`config.mk`:
```
export PLATFORM = sky130hd
export DESIGN_NAME = sseg_scan_ctrl
export DESIGN_NICKNAME = d
export VERILOG_FILES = /design/src/rtl/sseg_pkg.sv /design/src/rtl/bin2bcd_seq.sv /design/src/rtl/sseg_scan_ctrl.sv
export SDC_FILE = /design/constraint.sdc
export NUM_CORES = 1
export LEC_CHECK = 0
export BUFFER_PORTS_ARGS = -buffer_cell sky130_fd_sc_hd__buf_2
export CORE_MARGIN = 4
export CORE_UTILIZATION = 50
export DETAILED_ROUTE_END_ITERATION = 10
export MAX_ROUTING_LAYER = met4
export PLACE_DENSITY_LB_ADDON = 0.05
export SETUP_SLACK_MARGIN = 0.5
export SYNTH_ARGS = -nofsm -noshare
export SYNTH_HDL_FRONTEND = slang
export SYNTH_SLANG_ARGS = --single-unit
```
`constraint.sdc`:
```
create_clock -name clk -period 5.84 [get_ports clk]
set_clock_uncertainty 0.05 [all_clocks]
set_input_delay 1.168 -clock clk [delete_from_list [all_inputs] [get_ports clk]]
set_output_delay 1.168 -clock clk [all_outputs]
set_load 0.02 [all_outputs]
```
`src/rtl/sseg_pkg.sv`:
```
// Shared types and constants for the 4-digit seven-segment scan controller.
package sseg_pkg;

  typedef logic [3:0] bcd_t;
  typedef enum logic [1:0] {IDLE, CONVERT, LATCH} conv_state_t;

  localparam int NUM_DIGITS = 4;

  // Active-low cathodes, bit order {g,f,e,d,c,b,a}
  localparam logic [6:0] SEG_BLANK = 7'h7F;
  localparam logic [6:0] SEG_LUT [10] = '{7'h40, 7'h79, 7'h24, 7'h30, 7'h19,
                                         7'h12, 7'h02, 7'h78, 7'h00, 7'h10};

  function automatic logic [6:0] seg_encode(input bcd_t d);
    return (d <= 4'd9) ? SEG_LUT[d] : SEG_BLANK;
  endfunction

  // Double-dabble correction applied before each shift
  function automatic bcd_t dd_adj(input bcd_t n);
    return (n >= 4'd5) ? n + 4'd3 : n;
  endfunction

endpackage

```
`src/rtl/bin2bcd_seq.sv`:
```
// Sequential double-dabble: one shift per clock, VAL_W shifts, then a one-cycle LATCH with done high.
module bin2bcd_seq
  import sseg_pkg::*;
#(
  parameter int VAL_W = 10
) (
  input  logic                        clk,
  input  logic                        rst,
  input  logic                        start,
  input  logic [VAL_W-1:0]            value,
  output logic                        busy,
  output logic                        done,
  output bcd_t [NUM_DIGITS-1:0]       bcd
);

  localparam int CNT_W = (VAL_W > 1) ? $clog2(VAL_W) : 1;

  conv_state_t              state, state_nxt;
  logic [VAL_W-1:0]         sh_bin;
  bcd_t [NUM_DIGITS-1:0]    sh_bcd, adj;
  logic [CNT_W-1:0]         cnt;

  always_ff @(posedge clk) begin
    if (rst) state <= IDLE;
    else     state <= state_nxt;
  end

  always_comb begin
    state_nxt = state;
    case (state)
      IDLE:    if (start) state_nxt = CONVERT;
      CONVERT: if (cnt == CNT_W'(VAL_W-1)) state_nxt = LATCH;
      LATCH:   state_nxt = IDLE;
      default: state_nxt = IDLE;
    endcase
  end

  always_comb begin
    busy = (state != IDLE);
    done = (state == LATCH);
  end

  for (genvar i = 0; i < NUM_DIGITS; i++) begin : g_adj
    assign adj[i] = dd_adj(sh_bcd[i]);
  end

  always_ff @(posedge clk) begin
    if (rst) begin
      sh_bin <= '0;
      sh_bcd <= '0;
      cnt    <= '0;
    end else begin
      case (state)
        IDLE: if (start) begin
          sh_bin <= value;
          sh_bcd <= '0;
          cnt    <= '0;
        end
        CONVERT: begin
          {sh_bcd, sh_bin} <= {adj, sh_bin} << 1;
          cnt              <= cnt + 1'b1;
        end
        default: ;
      endcase
    end
  end

  assign bcd = sh_bcd;

endmodule

```
`src/rtl/sseg_scan_ctrl.sv`:
```
// Basys3 display sequencer: binary-to-BCD with a 1-deep pending slot, leading-zero blanking, digit scan.
module sseg_scan_ctrl
  import sseg_pkg::*;
#(
  parameter int CLK_HZ     = 100_000_000,
  parameter int REFRESH_HZ = 1000,
  parameter int VAL_W      = 10
) (
  input  logic             clk,
  input  logic             rst,
  input  logic [VAL_W-1:0] value,
  input  logic             value_valid,
  output logic             busy,
  output logic [3:0]       sseg_an,
  output logic [6:0]       sseg_char
);

  localparam int TC = CLK_HZ / REFRESH_HZ - 1;
  localparam int PW = (TC > 0) ? $clog2(TC + 1) : 1;

  logic                   conv_busy, conv_done, start, pend;
  logic [VAL_W-1:0]       pend_val, start_val;
  bcd_t [NUM_DIGITS-1:0]  conv_bcd, disp;
  logic [PW-1:0]          presc;
  logic [1:0]             idx;
  logic                   tick;
  logic [NUM_DIGITS-1:0]  nz;
  logic [6:0]             cur_char;

  // A fresh strobe beats a parked one: latest value wins.
  assign start     = !conv_busy && (value_valid || pend);
  assign start_val = value_valid ? value : pend_val;
  assign busy      = conv_busy;

  bin2bcd_seq #(.VAL_W(VAL_W)) u_b2b (
    .clk   (clk),
    .rst   (rst),
    .start (start),
    .value (start_val),
    .busy  (conv_busy),
    .done  (conv_done),
    .bcd   (conv_bcd)
  );

  always_ff @(posedge clk) begin
    if (rst) begin
      pend     <= 1'b0;
      pend_val <= '0;
      disp     <= '0;
    end else begin
      if (start) pend <= 1'b0;
      else if (value_valid) begin
        pend     <= 1'b1;
        pend_val <= value;
      end
      if (conv_done) disp <= conv_bcd;
    end
  end

  assign tick = (presc == PW'(TC));

  always_ff @(posedge clk) begin
    if (rst) begin
      presc <= '0;
      idx   <= '0;
    end else begin
      presc <= tick ? '0 : presc + 1'b1;
      if (tick) idx <= idx + 1'b1;
    end
  end

  // nz[i]: digit i or any higher digit is non-zero
  always_comb begin
    nz = '0;
    nz[NUM_DIGITS-1] = |disp[NUM_DIGITS-1];
    for (int i = NUM_DIGITS - 2; i >= 0; i--) nz[i] = nz[i+1] | (|disp[i]);
  end

  assign cur_char = (idx != 2'd0 && !nz[idx]) ? SEG_BLANK : seg_encode(disp[idx]);

  always_ff @(posedge clk) begin
    if (rst) begin
      sseg_an   <= 4'hF;
      sseg_char <= SEG_BLANK;
    end else if (tick) begin
      sseg_an   <= ~(4'b0001 << idx);
      sseg_char <= cur_char;
    end
  end

endmodule

```
==> reports/qor.csv, run 1 <==
metric;value;unit
nets;532;
Port Buffers;24;
CP Launch Type;register;
io pins;25;
Post-Place Worst Slack;3.27;ns
std cell rows;33;
Clock Tree Buf Depth;2;
minimum clock period;2.40;ns
CTS clk-pin slew, worst paths;0.08;ns
largest family of logic cells by synthesized area;simple AND/OR/NAND/NOR gates;
DP Area;4350;um2
GR Util met3;2.95;%
Clock power frac;39.6;%
Yosys warning count;0;
power density cells;258;nW/um2
Slew Limit Fails;0;
sequential area share after synthesis;42.4;%
Pleak;1.66;nW
Post-Place Cells;593;
vias in the first global route;3121;
crit-path cells;nor2_1 -> inv_1 -> buf_2;
run status;finished clean;
Max FO, Critical Path;5;
slowest cell on the critical path;dfxtp_1;
H-tree levels;3;
fmax;416;MHz
Avg Cell Area, Syn;8.56;um2
Remaining Overflow, GRT;0;
switching share of power;23.5;%
die width;99.7;um
drt pass-1 iters;4;
setup bufs post-CTS;0;
Synth Area in Compound Gates;13.7;%
number of buffers and inverters on the critical path;2;
DRT antenna net count;0;
routability cong.;0.870;
sequential power share;53.7;%
# resized after CTS;0;
Die H;99.7;um
crit-path leading delay family;flip-flops;
period utilization;41.1;%
Root Buffer;clkbuf_8;
area of the core;8220;um2
post-route insts no fill;609;
CTS tree;built;
Async SR Flop Fraction;0;%
ANT cells;0;
multiplexer area fraction after synthesis;6.67;%
Int Pwr;0.000901;W
RSZ-0062 raised after global routing;no;
Hold WC Path Type;register to register;
Syn-to-layout area delta;8.69;%
share of post-route cells with drive strength above 1;11.3;%
# setup viols final;0;
Post-Synthesis Cells;491;
Post-Synth XOR/XNOR Area;4.79;%
initial detailed-routing violation count;130;
first-pass GRT wire length;14400;um
Final Instance Area;4570;um2
Skew-Pair Late Insertion Delay;0.35;ns
Final Hold Viols;0;
final worst slack;3.44;ns
worst slew pin tran;1.09;ns
grt peak-use layer;met2;
TNS Setup;0;ns
vias per cell;5.43;
CTS Buf Count;9;
CP max stage delay;0.34;ns
WL per Instance;13.6;um
Util after Layout;55.6;%
final WL;8290;um
effective utilization at floorplan;51.2;%
post-synthesis simple-gate area fraction;22.0;%
Max Cap Viol;0;
die area;9940;um2
# hold bufs at CTS;0;
synthesized area;4200;um2
crit path DAT;1.18;ns
Synth Area in Adders;5.95;%
Worst Path Class, Setup;register to primary output;
DRC viols;0;
Comb power frac;6.7;%
P_sw;0.000277;W
GR Util met1;24.8;%
FILL cells;775;
DP HPWL;5550;um
CP Data Required Time;4.62;ns
dominant synthesized flop cell;dfxtp_1;
total vias in the final route;3305;
Seq cells post-synth;89;
nature of the critical path endpoint;primary output;
overall routing resource usage;18.3;%
CTS sink count;89;
Slew headroom;27.3;%
initial antenna violation count;0;
Post-synth EDFFs;0;
GR Layer Usage met2;27.4;%
Max IR drop VDD;0.142;mV
Yosys cell types;45;
syn_nets;524;
pin count of the biggest net entering global routing;75;
-- layer usage --
layer	vias up	share of wire (%)
met2	38	44
met1	1548	52
li1	1706	-
met5	-	0
met4	0	1.8
met3	13	2.0
-- power by group through the flow --
stage	combinational, W	sequential, W	clock (W)
2_1_floorplan	0.0000628	0.000644	0
3_3_place_gp	0.0000790	0.000646	0
3_5_place_dp	0.0000797	0.000646	0
4_1_cts	0.0000803	0.000632	0.000479
5_1_grt	0.0000906	0.000635	0.000502
6_report	0.0000790	0.000632	0.000467
-- flip-flops by register name, summed over array words and instances (netlist names) --
| register | flops |
|---|---|
| disp | 16 |
| idx | 2 |
| pend | 1 |
| pend_val | 10 |
| presc | 17 |
| sseg_an | 4 |
| sseg_char | 7 |
| u_b2b.bcd | 16 |
| u_b2b.cnt | 4 |
| u_b2b.sh_bin | 10 |
| u_b2b.state | 2 |
-- cell usage in the layout (no fill, tap or decap), types with 3 or more instances in the layout --
| cell | netlist | final |
|---|---|---|
| dfxtp_1 | 89 | 89 |
| buf_2 | 7 | 24 |
| nand2b_1 | 7 | 7 |
| ha_1 | 20 | 20 |
| buf_4 | 0 | 3 |
| nand2_1 | 52 | 52 |
| o21ai_1 | 7 | 7 |
| inv_1 | 15 | 15 |
| xor2_1 | 13 | 13 |
| a211o_1 | 4 | 4 |
| o21ai_0 | 4 | 4 |
| clkbuf_8 | 0 | 10 |
| nor4_1 | 4 | 4 |
| nand4_1 | 4 | 4 |
| and2_1 | 5 | 5 |
| xnor2_1 | 10 | 10 |
| mux2i_1 | 16 | 16 |
| a211oi_1 | 9 | 9 |
| a31oi_1 | 11 | 11 |
| nand3_1 | 25 | 25 |
| mux4_2 | 3 | 3 |
| nor2_1 | 73 | 73 |
| a21oi_1 | 39 | 39 |
| nor3_1 | 17 | 17 |
| a221oi_1 | 9 | 9 |
-- worst reg2reg max path, stage by stage (launching register included) --
cell and delay [ns]:
dfxtp_1 0.38, ha_1 0.25, inv_1 0.06, nor2_1 0.18, nand4_1 0.45, nand2b_1 0.74, nor2_1 0.12
-- per-stage QoR --
step / hold slack, ns / power (W)
after floorplan: 0.380 / 0.000707
after global placement: 0.391 / 0.000725
after detailed placement: 0.396 / 0.000726
after CTS: 0.413 / 0.00119
after global routing: 0.431 / 0.00123
final: 0.411 / 0.00118
-- synth_stat cells, types with 3 or more instances --
| cell | instances | area share (%) |
|---|---|---|
| nand2_1 | 52 | 4.6 |
| ha_1 | 20 | 6.0 |
| xor2_1 | 13 | 2.7 |
| mux2i_1 | 16 | 3.8 |
| nand3_1 | 25 | 3.0 |
| o21ai_1 | 7 | 0.83 |
| xnor2_1 | 10 | 2.1 |
| mux4_2 | 3 | 1.6 |
| nor4_1 | 4 | 0.60 |
| nor3_1 | 17 | 2.0 |
| clkbuf_1 | 21 | 1.9 |
| nor2_1 | 73 | 6.5 |
| nand4_1 | 4 | 0.60 |
| inv_1 | 15 | 1.3 |
| buf_2 | 7 | 0.83 |
| a211o_1 | 4 | 0.83 |
| dfxtp_1 | 89 | 42 |
| a21oi_1 | 39 | 4.6 |
| a31oi_1 | 11 | 1.6 |
| o21ai_0 | 4 | 0.48 |
| nand2b_1 | 7 | 1.0 |
| and2_1 | 5 | 0.74 |
| a221oi_1 | 9 | 1.9 |
| a211oi_1 | 9 | 1.6 |
-- worst paths after layout --
check / from / end / slack (ns) / depth (start not counted)
hold reg to reg: sseg_an[0] / sseg_an[0] / 0.41 / 1
setup reg to reg: presc[0] / presc[8] / 3.48 / 6
hold / removal: sseg_an[0] / sseg_an[0] / 0.41 / 1
setup / recovery: u_b2b.state[0] / busy / 3.44 / 3
-- kinds of logic (layout without fill, tap and decap cells) --
kind of cell,Yosys count,in the layout
muxes,23,23
DFF,89,89
adders and majority gates,20,20
and+or+nand+nor,200,200
AOI/OAI and AO/OA,90,90
xor gates and xnor gates,23,23
buffers and inverters,46,59
-- area by class of cell --
type                       instances  area [um2]  area share (%)
clock buffer                      11         141            3.09
tap                              105         131            2.88
sequential                        89        1780            39.0
inverter                          16        60.1            1.31
multi-input combinational        356        2230            48.9
timing repair buffer              27         143            3.12
clock inverter                     5        78.8            1.73
Power figures use the tool's default switching activity.
==> run 2: changes to the inputs <==
==> constraint.sdc (replaced) <==
create_clock -name clk -period 2.29 [get_ports clk]
set_clock_uncertainty 0.05 [all_clocks]
set_input_delay 0.458 -clock clk [delete_from_list [all_inputs] [get_ports clk]]
set_output_delay 0.458 -clock clk [all_outputs]
set_load 0.02 [all_outputs]
==> run 2 against run 1 <==
Effect of this change:
- sequential power grew to 2.5 times the previous value
- count of clock-buffer cells in the layout grew 1
- die area is the same
- routed wire length grew 0.57%
- critical endpoint is now sseg_char[4]
- critical path depth grew 5
- critical path type is now register to register
==> reports/qor.csv, run 2 (synthesis gave the netlist of run 1 again) <==
metric;value;unit
Max Cap Viol;0;
initial detailed-routing violation count;130;
die width;99.7;um
io pins;25;
Die H;99.7;um
nets;543;
total vias in the final route;3345;
hold_ws;0.313;ns
ANT cells;0;
effective utilization at floorplan;51.2;%
DRT antenna net count;0;
WL per Instance;13.5;um
DP Area;4440;um2
most frequent CP cell;nor2_1;
first-pass GRT wire length;14800;um
Reg2Reg Launch Point;idx[0];
share of post-route cells with drive strength above 1;15.8;%
CTS tree;built;
crit-path leading delay family;multiplexers;
CP Data Required Time;2.47;ns
Worst Path Class, Setup;register to register;
Remaining Overflow, GRT;0;
CTS sink count;89;
CTS Buf Count;9;
Final Instance Area;4730;um2
pin count of the biggest net entering global routing;70;
slowest cell on the critical path;mux4_2;
CTS clk-pin slew, worst paths;0.09;ns
commonest non-fill, non-tap cell in the layout;dfxtp_1;
area of the core;8220;um2
Hold WC Path Type;primary input to register;
nature of the critical path endpoint;register;
Root Buffer;clkbuf_8;
Slew headroom;62.1;%
crit-path cells;mux4_2 -> inv_4 -> ha_4 -> nor2_1 -> nor2_1 -> nor2_2 -> nor4_1 -> a21oi_1;
register bank with the most flops;presc;
RSZ-0062 raised after global routing;yes;
vias per cell;5.40;
DP HPWL;5750;um
final WL;8330;um
CP max stage delay;0.58;ns
Pleak;1.74;nW
Final Hold Viols;0;
run status;finished clean;
fmax;542;MHz
drt pass-1 iters;4;
std cell rows;33;
TNS Setup;0;ns
routability cong.;0.807;
power density cells;632;nW/um2
DRC viols;0;
crit path from;idx[0];
initial antenna violation count;0;
die area;9940;um2
vias in the first global route;3127;
min-delay src;value[0];
Post-Place Worst Slack;0.309;ns
Skew-Pair Late Insertion Delay;0.35;ns
overall routing resource usage;18.7;%
CP Launch Type;register;
Port Buffers;24;
number of flip-flops in the largest register;17;
crit path DAT;2.03;ns
Clock Tree Buf Depth;2;
final worst slack;0.444;ns
# hold bufs at CTS;0;
Max FO, Critical Path;6;
number of buffers and inverters on the critical path;1;
Slew Limit Fails;0;
worst slew pin tran;0.569;ns
period utilization;80.6;%
H-tree levels;3;
Max IR drop VDD;0.335;mV
commonest non-fill, non-tap cells in the layout;dfxtp_1, nor2_1, nand2_1;
Syn-to-layout area delta;12.4;%
minimum clock period;1.85;ns
# setup viols final;0;
## run 2: worst paths after layout
check                 end  slack [ns]  cells past startpoint
min           pend_val[0]        0.31                      3
max reg2reg  sseg_char[4]        0.44                      8
min reg2reg    sseg_an[1]        0.41                      1
max          sseg_char[4]        0.44                      8
## run 2: report_power, final
group          internal, W  switching (W)
combinational    0.0000779       0.000140
clock             0.000639       0.000521
sequential         0.00158      0.0000256
total              0.00230       0.000686
## run 2: area by class of cell
class,instances,area (um2)
tap,105,131
clock buffer,12,145
multi-input combinational,356,2290
clock inverter,3,65.1
inverter,16,65.1
sequential,89,1790
timing repair buffer,38,238
fill,758,3490
## run 2: routing by layer
metal / global-route usage (%) / wire, um / vias to the layer above
met3: 3.72 / 265 / 8
met4: 5.36 / 98 / 0
met5: - / 0 / -
li1: - / - / 1730
met2: 28.2 / 3710 / 48
met1: 25.4 / 4260 / 1559
## run 2: through the flow
stage                     util, %  instances  power (W)
after floorplan                 -        491    0.00180
after global placement       54.1        600    0.00186
after detailed placement     54.1        600    0.00187
after CTS                    57.1        617    0.00303
after global routing         57.5        619    0.00313
final                        57.5        619    0.00299
## run 2: timing repair
action / CTS / global route
setup buffers: 2 / 2
endpoints found under the setup margin: 24 / 30
pin swaps: 3 / 3
gates resized for setup: 11 / 5
## run 2: worst register-to-register path, stage by stage, from the launching register on
cell and delay (ns):
dfxtp_4 0.40, mux4_2 0.58, inv_4 0.11, ha_4 0.13
nor2_1 0.04, nor2_1 0.11, nor2_2 0.07, nor4_1 0.16
a21oi_1 0.09
==> run 3: changes to the inputs <==
==> constraint.sdc (replaced) <==
create_clock -name clk -period 1.7 [get_ports clk]
set_clock_uncertainty 0.05 [all_clocks]
set_input_delay 0.34 -clock clk [delete_from_list [all_inputs] [get_ports clk]]
set_output_delay 0.34 -clock clk [all_outputs]
set_load 0.02 [all_outputs]
==> run 3 against run 2 <==
Effect of this change:
- the flow now finishes with violations (setup timing)
- via count increased by 17%
- critical endpoint is now sseg_char[0]
- setup slack got worse by 0.65 ns
- global-route usage rose by 4.5 points
- cell count rose by 11%
- total power up 55%
- critical path depth fell by 1
- non-clock buffer count up 65
- highest routed layer unchanged
==> reports/qor.csv, run 3 (synthesis gave the netlist of run 1 again) <==
metric;value;unit
CTS Buf Count;9;
crit path DAT;2.11;ns
Slew Limit Fails;0;
pin count of the biggest net entering global routing;53;
area of the core;8220;um2
Clock Tree Buf Depth;2;
met1 wire length;5310;um
violated checks;setup timing;
vias in the first global route;3865;
CP max stage delay;0.55;ns
commonest non-fill, non-tap cells in the layout;dfxtp_1, buf_4, nor2_1;
Max IR drop VDD;0.529;mV
initial detailed-routing violation count;158;
Util after Layout;81.9;%
Reg2Reg Launch Point;idx[0];
CTS sink count;89;
first-pass GRT wire length;18300;um
die width;99.7;um
CP Launch Type;register;
io pins;25;
die area;9940;um2
hold_ws;0.178;ns
DP HPWL;6280;um
DRC viols;0;
Skew-Pair Late Insertion Delay;0.36;ns
Reg2Reg Capture Point;sseg_char[0];
register bank with the most flops;presc;
nets;609;
crit path from;idx[0];
Post-Place Cells;622;
RSZ-0062 raised after global routing;yes;
Detail Route met2 WL;6100;um
routability cong.;0.891;
effective utilization at floorplan;51.2;%
WL per Instance;17.5;um
final WL;12000;um
fmax;523;MHz
FILL cells;458;
Root Buffer;clkbuf_8;
power density cells;689;nW/um2
Hold WC Path Type;primary input to register;
vias per cell;5.73;
# setup viols final;7;
Worst Path Class, Setup;register to register;
period utilization;112;%
Pleak;2.67;nW
met3 routed WL;376;um
Max Cap Viol;0;
total vias in the final route;3926;
R2R depth;7;
post-route insts no fill;685;
initial antenna violation count;0;
drt pass-1 iters;4;
Final Hold Viols;0;
slowest cell on the critical path;mux4_2;
commonest non-fill, non-tap cell in the layout;dfxtp_1;
Die H;99.7;um
ANT cells;0;
Hold Path Sink;pend_val[0];
minimum clock period;1.91;ns
H-tree levels;3;
Syn-to-layout area delta;60.1;%
run status;finished with violations;
FF-to-FF setup slack;-0.21;ns
number of flip-flops in the largest register;17;
Pwr Total;0.00464;W
std cell rows;33;
CTS clk-pin slew, worst paths;0.09;ns
Max FO, Critical Path;5;
CP Data Required Time;1.90;ns
nature of the critical path endpoint;register;
overall routing resource usage;23.2;%
CTS tree;built;
Port Buffers;24;
worst hold path stage count;3;
min-delay src;value[0];
Remaining Overflow, GRT;0;
final worst slack;-0.211;ns
worst slew pin tran;0.427;ns
crit-path cells;mux4_2 -> buf_6 -> ha_4 -> buf_4 -> mux2_4 -> nand2_2 -> a31oi_1;
share of post-route cells with drive strength above 1;59.1;%
Slew headroom;71.6;%
DRT antenna net count;0;
Highest Signal Layer;met4;
run 3: cell types whose count changed in the layout (fill, tap and decap cells not counted), sizes merged:
cell,delta
and2,+1
buf,+64
bufinv,+1
clkbuf,-1
clkinv,+1
run 3: worst max-delay path by stage:
stage                         to  cells after the start
finish              sseg_char[0]                      7
global route        sseg_char[6]                      8
CTS                 sseg_char[4]                      8
detailed placement  sseg_char[4]                      8
global placement    sseg_char[4]                      8
floorplan           sseg_char[4]                      9
run 3: final cells by class:
type,instances,area [um2],share of cell area (%)
sequential,89,1860,27.6
clock buffer,10,138,2.04
multi-input combinational,357,3350,49.8
tap,105,131,1.95
timing repair buffer,103,1080,16.1
clock inverter,5,104,1.54
inverter,16,72.6,1.08
run 3: repair_timing:
action                     in CTS  in global routing
buffers inserted               29                  8
pin swaps                      48                 66
cloned                          8                  3
setup endpoints to repair      73                 98
hold buffers                    0                  0
resized for setup             149                142
run 3: worst max-delay path: cells and delay by family, from the launching register on:
| family | cells | cell delay (ns) |
|---|---|---|
| muxes | 2 | 0.81 |
| DFF | 1 | 0.39 |
| buffers and inverters | 2 | 0.27 |
| adders and majority gates | 1 | 0.16 |
| AOI/OAI and AO/OA | 1 | 0.07 |
| and+or+nand+nor | 1 | 0.05 |
run 3: through the flow:
step | cell area (um2) | setup TNS (ns) | setup WS [ns]
after floorplan | 4640 | -1.34 | -0.205
after global placement | 4910 | -0.908 | -0.141
after detailed placement | 4910 | -1.07 | -0.223
after CTS | 6050 | -1.19 | -0.184
after global routing | 6730 | -1.87 | -0.291
final | 6730 | -1.24 | -0.211
run 3: layer usage:
layer  track usage [%]  vias to the layer above
met5                 -                        -
met4              9.35                        0
met3              3.37                       22
met2              37.2                       89
met1              29.4                     1936
li1                  -                     1879
run 3: report_power, final:
part / internal (W) / leakage (nW) / switching (W)
clock: 0.00101 / 0.122 / 0.000766
combinational: 0.000324 / 1.82 / 0.000357
sequential: 0.00212 / 0.731 / 0.0000587
total: 0.00346 / 2.67 / 0.00118
